[src/rtl/branch_predictor_pkg.sv]
// Shared CPU definitions used by the branch predictor. This file holds the
// 2-bit counter encodings, the RISC-V control-flow opcodes and the
// sequential PC increment.
package branch_predictor_pkg;

   // 2-bit saturating counter states. The MSB is the taken prediction.
   typedef enum logic [1:0] {
      CTR_SNT = 2'b00,   // strong not-taken
      CTR_WNT = 2'b01,   // weak not-taken
      CTR_WT  = 2'b10,   // weak taken
      CTR_ST  = 2'b11    // strong taken
   } ctr_e;

   // RISC-V opcodes of the instructions that update the predictor
   localparam logic [6:0] OPC_BRANCH = 7'b1100011;
   localparam logic [6:0] OPC_JAL    = 7'b1101111;
   localparam logic [6:0] OPC_JALR   = 7'b1100111;

   // Sequential fetch step. Arithmetic wraps modulo 2^32.
   localparam logic [31:0] PC_INC = 32'd4;

   // A counter predicts taken whenever it is in one of the upper two states
   function automatic logic ctr_taken(input ctr_e c);
      return c[1];
   endfunction

endpackage

[src/rtl/bp_counter2.sv]
// Next-state function of a 2-bit saturating branch counter.
module bp_counter2
   import branch_predictor_pkg::*;
(
   input  ctr_e cur,
   input  logic taken,
   output ctr_e next
);

   // Step the counter toward the resolved direction, saturating at both ends
   always_comb begin
      next = cur;
      unique case (cur)
         CTR_SNT: next = taken ? CTR_WNT : CTR_SNT;
         CTR_WNT: next = taken ? CTR_WT  : CTR_SNT;
         CTR_WT:  next = taken ? CTR_ST  : CTR_WNT;
         CTR_ST:  next = taken ? CTR_ST  : CTR_WT;
         default: next = cur;
      endcase
   end

endmodule

[src/rtl/branch_predictor.sv]
// Direct-mapped branch target buffer with 2-bit direction counters.
// Fetch looks up pcF combinationally; execute resolves the prediction that
// travelled down the pipe and trains the table on the next rising edge.
module branch_predictor
   import branch_predictor_pkg::*;
#(
   parameter int ENTRIES = 16,
   parameter int TAG_W   = 8
) (
   input  logic        clk,
   input  logic        rst,
   // fetch-stage lookup
   input  logic [31:0] pcF,
   output logic        pred_takenF,
   output logic [31:0] pred_targetF,
   // execute-stage resolution
   input  logic        validE,
   input  logic        is_ctrlE,
   input  logic [31:0] pcE,
   input  logic        br_selE,
   input  logic [31:0] targetE,
   input  logic        pred_takenE,
   input  logic [31:0] pred_targetE,
   output logic        mispredictE,
   output logic [31:0] redirect_pcE
);

   localparam int IDX_W = $clog2(ENTRIES);

   // Entry storage: flop arrays. Only valid and counter are control state
   // and see reset; tag and target are qualified by valid.
   logic             valid_q [ENTRIES];
   ctr_e             ctr_q   [ENTRIES];
   logic [TAG_W-1:0] tag_q   [ENTRIES];
   logic [29:0]      tgt_q   [ENTRIES];

   logic [IDX_W-1:0] idxF, idxE;
   logic [TAG_W-1:0] tagF, tagE;
   logic             hitF, hitE;
   logic             actualE;
   logic [31:0]      seqF, seqE;

   logic             wr_alloc_d;
   logic             wr_data_d;
   logic             ctr_step_d;
   logic             inval_d;
   ctr_e             ctr_cur;
   ctr_e             ctr_nxt;

   // Index/tag extraction for both lookup ports
   always_comb begin
      idxF = pcF[IDX_W+1:2];
      tagF = pcF[TAG_W+5:6];
      idxE = pcE[IDX_W+1:2];
      tagE = pcE[TAG_W+5:6];
      seqF = pcF + PC_INC;
      seqE = pcE + PC_INC;
   end

   // Fetch lookup; reads the current table, so a same-cycle update is not seen
   always_comb begin
      hitF         = valid_q[idxF] && (tag_q[idxF] == tagF);
      pred_takenF  = hitF && ctr_taken(ctr_q[idxF]);
      pred_targetF = pred_takenF ? {tgt_q[idxF], 2'b00} : seqF;
   end

   // Execute resolution: any disagreement in direction, or in target for a
   // taken transfer, redirects fetch in the same cycle
   always_comb begin
      actualE      = is_ctrlE && br_selE;
      hitE         = valid_q[idxE] && (tag_q[idxE] == tagE);
      mispredictE  = validE &&
                     ((pred_takenE != actualE) ||
                      (actualE && (pred_targetE != targetE)));
      redirect_pcE = br_selE ? targetE : seqE;
   end

   // Training decisions for the entry addressed by pcE
   always_comb begin
      wr_alloc_d = validE && is_ctrlE && actualE && !hitE;
      wr_data_d  = validE && is_ctrlE && actualE;
      ctr_step_d = validE && is_ctrlE && hitE;
      inval_d    = validE && !is_ctrlE && hitE;
      ctr_cur    = ctr_q[idxE];
   end

   bp_counter2 u_ctr (
      .cur   (ctr_cur),
      .taken (actualE),
      .next  (ctr_nxt)
   );

   // Control state: valid bits and counters; reset wins over any update
   always_ff @(posedge clk) begin
      if (rst) begin
         for (int i = 0; i < ENTRIES; i++) begin
            valid_q[i] <= 1'b0;
            ctr_q[i]   <= CTR_WNT;
         end
      end else begin
         if (wr_alloc_d) begin
            valid_q[idxE] <= 1'b1;
            ctr_q[idxE]   <= CTR_WT;
         end else if (ctr_step_d) begin
            ctr_q[idxE]   <= ctr_nxt;
         end
         if (inval_d) begin
            valid_q[idxE] <= 1'b0;
         end
      end
   end

   // Payload: tag and target written on every taken control transfer
   always_ff @(posedge clk) begin
      if (!rst && wr_data_d) begin
         tag_q[idxE] <= tagE;
         tgt_q[idxE] <= targetE[31:2];
      end
   end

endmodule

[config.mk]
export PLATFORM = sky130hd
export DESIGN_NAME = branch_predictor
export DESIGN_NICKNAME = d
export VERILOG_FILES = /design/src/rtl/branch_predictor_pkg.sv /design/src/rtl/bp_counter2.sv /design/src/rtl/branch_predictor.sv
export SDC_FILE = /design/constraint.sdc
export NUM_CORES = 1
export LEC_CHECK = 0
export ABC_AREA = 1
export CAP_MARGIN = 40
export CELL_PAD_IN_SITES_DETAIL_PLACEMENT = 2
export CELL_PAD_IN_SITES_GLOBAL_PLACEMENT = 2
export CORE_ASPECT_RATIO = 1.75
export CORE_MARGIN = 2
export CORE_UTILIZATION = 39
export DETAILED_ROUTE_END_ITERATION = 12
export GPL_TIMING_DRIVEN = 0
export PLACE_DENSITY = 0.88
export SLEW_MARGIN = 20
export SYNTH_ARGS = -nofsm -noshare
export SYNTH_HDL_FRONTEND = slang
export SYNTH_SLANG_ARGS = --single-unit
[constraint.sdc]
create_clock -name clk -period 4.6 [get_ports clk]
set_input_delay 0.92 -clock clk [delete_from_list [all_inputs] [get_ports clk]]
set_output_delay 0.92 -clock clk [all_outputs]
set_load 0.02 [all_outputs]
Word-level counts from Yosys, hierarchy flattened. Memories as Yosys holds them, arrays and structs flattened. Cells that the tools add are included.

Input bits: 134. Memories: 4. Memory bits (writable): 656. Word-level logic and storage cells: 64. Register bits: 0.

Bitwise gates (word level): 2. Reductions and logical operators: 20. Add/sub/neg operators: 2. Eq/ne operators: 7. Muxes and demuxes: 29.

Memory list: tgt_q (words 16, width 30, rd ports 1, clocked after memory_dff 0, write ports 1, line branch_predictor.sv:35) `logic [29:0] tgt_q [ENTRIES];`; tag_q (words 16, width 8, rd ports 2, clocked after memory_dff 0, write ports 1, line branch_predictor.sv:34) `logic [TAG_W-1:0] tag_q [ENTRIES];`; ctr_q (words 16, width 2, rd ports 2, clocked after memory_dff 0, write ports 16, line branch_predictor.sv:33) `ctr_e ctr_q [ENTRIES];`; valid_q (words 16, width 1, rd ports 2, clocked after memory_dff 0, write ports 16, line branch_predictor.sv:32) `logic valid_q [ENTRIES];`.

Operators by type and width (count): $add 32x3->32 const B (2); $mux 32 (2); $ne 32x32->1 (1); $mux 1 (20); $eq 8x8->1 (2); $logic_and 1x1->1 (13); $mux 2 (4); $mux 4 (2); $pmux 2 s4 (1); $eq 2x2->1 const B (2); $logic_not 1->1 (3); $eq 2x1->1 const B (1); $logic_not 2->1 (1); $or 1x1->1 (2); $reduce_or 2->1 (1); $logic_or 1x1->1 (1); $ne 1x1->1 (1); $reduce_or 1->1 (1).

Depth between registers and ports, before layout. Gate-level depths: netlist of the first run. An unclocked memory read counts as a cell.

Word-level depth: 11. Depth in mapped cells: 20.

By module. From an unflattened synthesis of the first run, not the netlist that was laid out.

Cells, all modules: 3019. Area, all modules: 30768.3 sq um.

By module, submodules not included: branch_predictor (cells an instance 3014, area an instance 30747.0 sq um, instances 1); bp_counter2 (cells an instance 5, area an instance 21.3 sq um, instances 1).

Worst setup path after synthesis of the first run. OpenSTA, ideal clock, no wires.

Path kind: input port to flip-flop. Start: input port pcE[2]. End: memory tag_q[0][0] (enable). Library setup time: 433 ps. Required time: 4167 ps. Slack: 675 ps. Cell stages on the path: 9. Arrival: 3492 ps. Cell sequence: buf_6 > inv_4 > buf_4 > buf_4 > ha_1 > inv_1 > nor2_1 > inv_1 > nor2_1.

RTL lines: start: declaration (line branch_predictor.sv:19) `input logic [31:0] pcE,`; end: declaration (line branch_predictor.sv:34).

No word-level cell before the write port.

Worst setup path after layout of the first run.
Start: input port targetE[30]. End: output port mispredictE.

Longest elaborated chain between the ends: 4.

Ends and longest elaborated chain: start: declaration (line branch_predictor.sv:21) `input logic [31:0] targetE,`; $ne 32x32->1 (line branch_predictor.sv:74) `(actualE && (pred_targetE != targetE)));`; $logic_and 1x1->1 (line branch_predictor.sv:74); $logic_or 1x1->1 (line branch_predictor.sv:73) `((pred_takenE != actualE) ||`; $logic_and 1x1->1 (line branch_predictor.sv:72) `mispredictE = validE &&`; end: declaration (line branch_predictor.sv:24) `output logic mispredictE,`.

Every way passes these cells.

==> results of run 1 <==
[per-layer routing]
metal  global-route usage [%]  part of all wire (%)  vias to the layer above
met2                    71.69                    48                     2508
met3                    7.731                   8.9                     1122
li1                         -                     -                    11268
met1                    38.57                    30                    14808
met5                        0                 0.052                        -
met4                    39.03                    13                       16
[cell type report]
class | count | area share [%]
flip-flops and latches | 656 | 51.44
multi-input cells | 2004 | 27.30
repair buffers | 264 | 7.244
clock buffers | 73 | 4.104
plain buffers | 181 | 3.617
well taps | 1035 | 3.382
inverters | 190 | 2.032
clock inverters | 36 | 0.8267
diodes | 8 | 0.05228
[repair_timing]
item | 4_1_cts | 5_1_grt
endpoints found under the hold margin | 0 | 0
setup endpoints to repair | 60 | 48
gates resized for setup | 442 | 202
pin swaps | 11 | 20
gates cloned | 1 | 1
setup buffers | 10 | 12
[cells in the final DEF (no fill, tap or decap), types with 31 or more instances in the layout]
| cell type | instances |
|---|---|
| nand2_1 | 585 |
| xor2_1 | 40 |
| clkbuf_1 | 36 |
| o221ai_1 | 35 |
| nand3_1 | 168 |
| o22ai_1 | 59 |
| buf_8 | 36 |
| o21ai_0 | 341 |
| o21ai_1 | 31 |
| nor2_1 | 407 |
| edfxtp_1 | 656 |
| a21oi_1 | 61 |
| buf_6 | 33 |
| inv_1 | 158 |
| clkbuf_16 | 62 |
| buf_4 | 51 |
| buf_2 | 46 |
| clkbuf_2 | 52 |
| clkdlybuf4s50_1 | 116 |
[worst register-to-register path, stage by stage (launching register included)]
cell and delay [ns]:
edfxtp_1 0.41, inv_1 0.19, o21ai_0 0.13, nand2_1 0.09, nand2_1 0.07, nand2_1 0.09
nand2_1 0.33, o21ai_1 0.34, nand2_1 0.11, nor2_1 0.16, nand2_1 0.12, nor2_4 0.22
nand2_2 0.11, nand2_2 0.17, buf_6 0.18, nand3_1 0.11, nand2_1 0.11
[stage by stage]
stage	hold WS [ns]	area, um^2	TNS, ns	worst slack (ns)
global route	0.5566	38280	-3.585	-0.3314
finish	0.5483	38290	-2.188	-0.3333
detailed placement	1.302	34820	-67.67	-1.900
global placement	1.263	34200	-601.46	-2.806
floorplan	1.019	30930	0	0.6747
CTS	0.6985	37440	0	0.002478
[sequential cells by signal, summed over array words and instances, names as in the netlist]
name and cells:
ctr_q 32, valid_q 16, tgt_q 480, tag_q 128
[worst paths after layout]
kind                              startpoint            to  slack [ns]  depth (start not counted)
worst max-delay path             targetE[30]   mispredictE       -0.33                         10
worst min-delay path                 pcE[10]  tag_q[14][4]        0.55                          1
worst max register to register  tag_q[14][6]    valid_q[8]        1.37                         16
worst min register to register  ctr_q[12][0]   ctr_q[1][1]        1.33                          7
[power breakdown]
| group | total (uW) | leakage, uW | switching [uW] | internal [uW] |
|---|---|---|---|---|
| sequential | 6640 | 0.00593 | 27.3 | 6610 |
| clock | 5330 | 0.000929 | 2660 | 2670 |
| combinational | 1960 | 0.00718 | 1410 | 547 |
| total | 13900 | 0.0140 | 4100 | 9830 |
[synth_stat cells (2+ instances only)]
| cell type | n | area share [%] |
|---|---|---|
| o211ai_1 | 29 | 0.70 |
| o22ai_1 | 83 | 1.7 |
| nor4_1 | 5 | 0.10 |
| o221ai_1 | 42 | 1.2 |
| buf_6 | 12 | 0.44 |
| buf_1 | 5 | 0.061 |
| nand3_2 | 4 | 0.13 |
| nor3_2 | 2 | 0.065 |
| edfxtp_1 | 656 | 64 |
| nand2_1 | 606 | 7.4 |
| nand3_1 | 191 | 3.1 |
| inv_1 | 178 | 2.2 |
| a22o_1 | 2 | 0.057 |
| nor3_1 | 26 | 0.42 |
| nor2_2 | 5 | 0.10 |
| nand2_2 | 3 | 0.061 |
| ha_1 | 5 | 0.20 |
| nor2_4 | 8 | 0.29 |
| and3_1 | 2 | 0.040 |
| clkinv_1 | 2 | 0.024 |
| nor3_4 | 2 | 0.11 |
| inv_4 | 3 | 0.061 |
| buf_4 | 20 | 0.49 |
| a21oi_1 | 67 | 1.1 |
| nor2_1 | 422 | 5.1 |
| nand4_1 | 16 | 0.32 |
| o21ai_0 | 370 | 6.0 |
| clkbuf_1 | 91 | 1.1 |
| xnor2_1 | 27 | 0.76 |
| buf_2 | 54 | 0.87 |
| or2_2 | 5 | 0.10 |
| o21ai_1 | 24 | 0.39 |
| inv_2 | 7 | 0.085 |
| xor2_1 | 44 | 1.2 |
[logic make-up after synthesis]
| kind of cell | after synthesis | share of synthesized area (%) |
|---|---|---|
| flops | 656 | 63.69 |
| buf+inv | 372 | 5.291 |
| compound gates | 622 | 11.23 |
| simple gates | 1305 | 17.58 |
| xor+xnor | 71 | 2.011 |
| fa+ha+maj | 5 | 0.2023 |
==> impl_metrics.yaml, run 1 <==
power:
  peak_supply_drop_mv: 0.3260
  power.leakage_uw: 0.01404
  powerDensity_nw_per_um2: 363.8
  power.total_uw: 13930
drt:
  total_via_count_in_the_routed_design: 29722
  first_iter_violations: 3352
  routedWlPerCell_um: 40.51
  drt-pass1-iter-count: 5
  drc: 0
  routed_wirelength_um: 180100
  routed_vias_inst: 6.684
  antenna_violating_nets_post_route: 0
timing:
  fin_crit_sh_pct: 107.2
  worst_pin_slew_ns: 1.322
  max_freq_mhz: 202.7
  setup_viol: 30
  timing.clock.skew_ns: 0.01754
  slew-limit-headroom_pct: 11.55
  final.min_clock_period_ns: 4.933
  postLayoutSetupSlackWorst_ns: -0.3333
  final_hold_viol_count: 0
  finalMaxSlewViolations: 0
global_route:
  global_route.usage.total_pct: 40.41
  grt_max_degree: 39
  grt_antenna_before_repair: 15
  wire_length_of_the_first_global_routing_pass_um: 232400
  grt_pass1_vias: 31715
  grt_overflow: 0
final_layout:
  final_layout_size_suffix_gt1_share_pct: 16.19
  sequential_cell_area_um2: 19700
  final_cells: 4447
  fin_nets: 3497
  fillCellCount: 7971
  areaGrowthSynthToFinish_pct: 23.80
  final_standard_cell_utilization_of_the_core_pct: 48.71
  multi_input_comb_area_um2: 10450
clock_network:
  clkSinkCount: 656
  clock_latency_ns: 0.71
  tritoncts_buffer_count: 61
  cts_hold_buffers: 0
  clk_root_buffer_cell: "clkbuf_16"
  clock_tree_from_tritoncts: "yes"
  cts.path.max_buffers: 3
  clk_transition_reported_paths_ns: 0.06
  clock_tree.htree_level_count: 2
run_status:
  failed_checks: "negative setup slack"
  run_status: "finished, violations left"
setup_path:
  timing_worst_setup_path_type: "primary input to output pin"
  startpoint_type: "primary input"
  worstPathArrival_ns: 4.01
  cp-end-kind: "output pin"
  path_cells: "clkdlybuf4s15_2, inv_1, nand2_1, nand4_1, nor3_1, nand2_1, nor4_2, nand3_2, o211a_1, clkdlybuf4s50_1"
  worstPathBufferInverterCount: 3
  critical_path_required_ns: 3.68
  timing.critical_path.max_delay_family: "buffers and inverters"
  critPathMostFrequentCell: "nand2_1"
  critical_path.slowest_cell: "clkdlybuf4s15_2"
  worst_path_largest_cell_delay_ns: 0.55
  cp_max_fo: 17
die:
  die-area_um2: 81660
  core_region_area_um2: 78620
  die_width_um: 216.9
  start_util_pct: 39.34
  core.rowCount: 136
  ioPinCount: 200
  die_h_um: 376.5
yosys:
  synth_enable_flop_cells: 656
  most_common_flop_cell_mapped_by_yosys: "edfxtp_1"
  netlist_instances: 3031
  yosys.cell_types.count: 47
  register_area_share_after_synthesis_pct: 63.69
  yosys_register_bits: 656
  syn_avg_cell_area_um2: 10.20
  async_reset_ff_share_pct: 0
  yosysWarningCount: 0
  mappedNetlistNets: 3170
  synthesis.area_um2: 30930
job:
  max-cap-violations: 0
placed_design:
  hpwl_um: 112400
  finalWeightedCongestion: 0.9611
  placed_cells_incl_taps: 4295
  portBuffers: 197
min_path:
  type_of_the_most_critical_hold_path: "primary input to flop"
Note: power is estimated with default switching activity, not from simulation.
==> inputs of run 2 (changes only) <==
--- a/config.mk
+++ b/config.mk
@@ -9,12 +9,13 @@
 export CAP_MARGIN = 40
 export CELL_PAD_IN_SITES_DETAIL_PLACEMENT = 2
 export CELL_PAD_IN_SITES_GLOBAL_PLACEMENT = 2
-export CORE_ASPECT_RATIO = 1.75
+export CORE_ASPECT_RATIO = 1.2
 export CORE_MARGIN = 2
 export CORE_UTILIZATION = 39
 export DETAILED_ROUTE_END_ITERATION = 12
 export GPL_TIMING_DRIVEN = 0
 export PLACE_DENSITY = 0.88
+export SETUP_SLACK_MARGIN = 0.2
 export SLEW_MARGIN = 20
 export SYNTH_ARGS = -nofsm -noshare
 export SYNTH_HDL_FRONTEND = slang
==> impl_metrics.yaml, run 2 (synthesis gave the netlist of run 1 again) <==
timing:
  finalMaxSlewViolations: 0
  grt_setup_unrepaired: "yes"
  slew-limit-headroom_pct: 25.02
  max_freq_mhz: 205.2
  setup_viol: 34
  timing.clock.skew_ns: 0.03694
  final_hold_viol_count: 0
  fin_crit_sh_pct: 105.9
  postLayoutSetupSlackWorst_ns: -0.2733
  worst_pin_slew_ns: 1.125
  final.min_clock_period_ns: 4.873
  fin_hold_ws_ns: 0.5923
final_layout:
  top_regs: "tgt_q x480, tag_q x128, ctr_q x32"
  final_standard_cell_utilization_of_the_core_pct: 49.49
  fillCellCount: 7856
  max_reg_flops: 480
  layout_commonest_cell: "edfxtp_1"
  mostFrequentLayoutCells: "edfxtp_1 (656), nand2_1 (556), nor2_1 (404)"
  fin_nets: 3532
  final_layout_size_suffix_gt1_share_pct: 18.33
  top_register: "tgt_q"
  final_cells: 4486
  areaGrowthSynthToFinish_pct: 26.23
power:
  peak_supply_drop_mv: 0.2833
  power.total_uw: 14820
  power.leakage_uw: 0.01439
  powerDensity_nw_per_um2: 379.6
setup_path:
  critical_path.slowest_cell: "o21ai_0"
  worst_path_largest_cell_delay_ns: 0.38
  critical_path_required_ns: 3.68
  worstPathBufferInverterCount: 5
  path_cells: "buf_12, clkbuf_16, buf_2, a21oi_1, o21ai_0, nand3_1, nand3_1, nand2_1, nand2_1, nand2_1, nor2_1, nand3_2, clkbuf_4, o21ai_0, nand2_1, buf_4"
  critPathMostFrequentCell: "nand2_1"
  timing_worst_setup_path_type: "primary input to output pin"
  cp-end-kind: "output pin"
  cp_max_fo: 10
  worstPathArrival_ns: 3.95
  timing.critical_path.max_delay_family: "simple AND/OR/NAND/NOR gates"
  startpoint_type: "primary input"
clock_network:
  tritoncts_buffer_count: 73
  cts_hold_buffers: 0
  clkSinkCount: 656
  clk_transition_reported_paths_ns: 0.06
  clock_tree_from_tritoncts: "yes"
  clk_root_buffer_cell: "clkbuf_16"
  clock_latency_ns: 0.67
  cts.path.max_buffers: 3
  clock_tree.htree_level_count: 3
run_status:
  run_status: "finished, violations left"
  failed_checks: "negative setup slack"
drt:
  drt-pass1-iter-count: 6
  routedWlPerCell_um: 40.81
  first_iter_violations: 3584
  antenna_violating_nets_post_route: 0
  drc: 0
  total_via_count_in_the_routed_design: 30422
  routed_wirelength_um: 183100
  routed_vias_inst: 6.782
global_route:
  grt.busiest_layer: "met2"
  wire_length_of_the_first_global_routing_pass_um: 227100
  global_route.usage.total_pct: 39.07
  global_route.usage.met1_pct: 41.78
  grt_antenna_before_repair: 8
  grt_max_degree: 39
  grt_pass1_vias: 31537
  gr-usage-met2_pct: 65.02
  global_route.usage.met3_pct: 8.313
  grt_overflow: 0
die:
  start_util_pct: 39.20
  core.rowCount: 113
  die-area_um2: 81580
  die_h_um: 312.5
  ioPinCount: 200
  core_region_area_um2: 78890
  die_width_um: 261.1
placed_design:
  hpwl_um: 103300
  placed_cells_incl_taps: 4294
  portBuffers: 197
  finalWeightedCongestion: 0.9238
min_path:
  type_of_the_most_critical_hold_path: "primary input to flop"
job:
  max-cap-violations: 0
==> run 2: repair_timing <==
item                       4_1_cts  5_1_grt
resized for setup              579      241
setup endpoints to repair       59       49
buffers inserted                18       26
pin swaps                       24       56
gates cloned                     1        5
==> run 2: area by class of cell <==
type / count / area [um^2] / area share, %
Tap cell: 1035 / 1295 / 3.317
Multi-Input combinational cell: 2003 / 10460 / 26.80
Clock inverter: 32 / 267.8 / 0.6858
Timing Repair inverter: 1 / 8.758 / 0.02243
Buffer: 182 / 1416 / 3.628
Inverter: 190 / 790.8 / 2.025
Sequential cell: 656 / 19700 / 50.46
Timing Repair Buffer: 286 / 3110 / 7.967
Antenna cell: 4 / 10.01 / 0.02564
Clock buffer: 97 / 1981 / 5.073
==> run 2: final timing paths <==
path | cells past startpoint | to | slack, ns | start
max | 16 | pred_targetF[28] | -0.27 | pcF[2]
max reg2reg | 16 | ctr_q[4][0] | 1.28 | tag_q[8][2]
min | 1 | tag_q[14][1] | 0.59 | pcE[7]
min reg2reg | 7 | ctr_q[0][1] | 1.38 | ctr_q[4][0]
==> run 2: per-stage QoR <==
| stage | TNS [ns] | cell area (um^2) | setup slack [ns] |
|---|---|---|---|
| 2_1_floorplan | 0 | 30930 | 0.6747 |
| 3_3_place_gp | -582.77 | 34200 | -2.634 |
| 3_5_place_dp | -62.54 | 34830 | -1.680 |
| 4_1_cts | 0 | 38000 | 0.1814 |
| 5_1_grt | -1.699 | 39030 | -0.2108 |
| 6_report | -2.612 | 39040 | -0.2733 |
==> run 2: power breakdown <==
| part | internal (uW) | leakage (uW) | switching (uW) | total (uW) |
|---|---|---|---|---|
| sequential | 6620 | 0.00593 | 29.3 | 6640 |
| clock | 3260 | 0.00110 | 2920 | 6180 |
| combinational | 576 | 0.00736 | 1420 | 1990 |
| total | 10500 | 0.0144 | 4370 | 14800 |
==> run 2: worst register-to-register path, cell delays in order, from the launching register on <==
cell	delay, ns
edfxtp_1	0.59
nor2_1	0.24
nor2_1	0.10
nand2_1	0.13
nand2_1	0.08
nand2_1	0.07
nand2_1	0.12
nor2_1	0.32
nand2_1	0.15
nand2_1	0.11
nand3_1	0.11
nor2_1	0.12
nand3_1	0.10
nand2_1	0.20
buf_4	0.25
nand2_1	0.13
nand2_1	0.20
==> run 2: per-layer routing <==
layer  share of wire [%]  wire [um]
met1                  31      57310
met4                  12      22360
met3                  10      18830
met2                  46      84520
met5               0.032         59
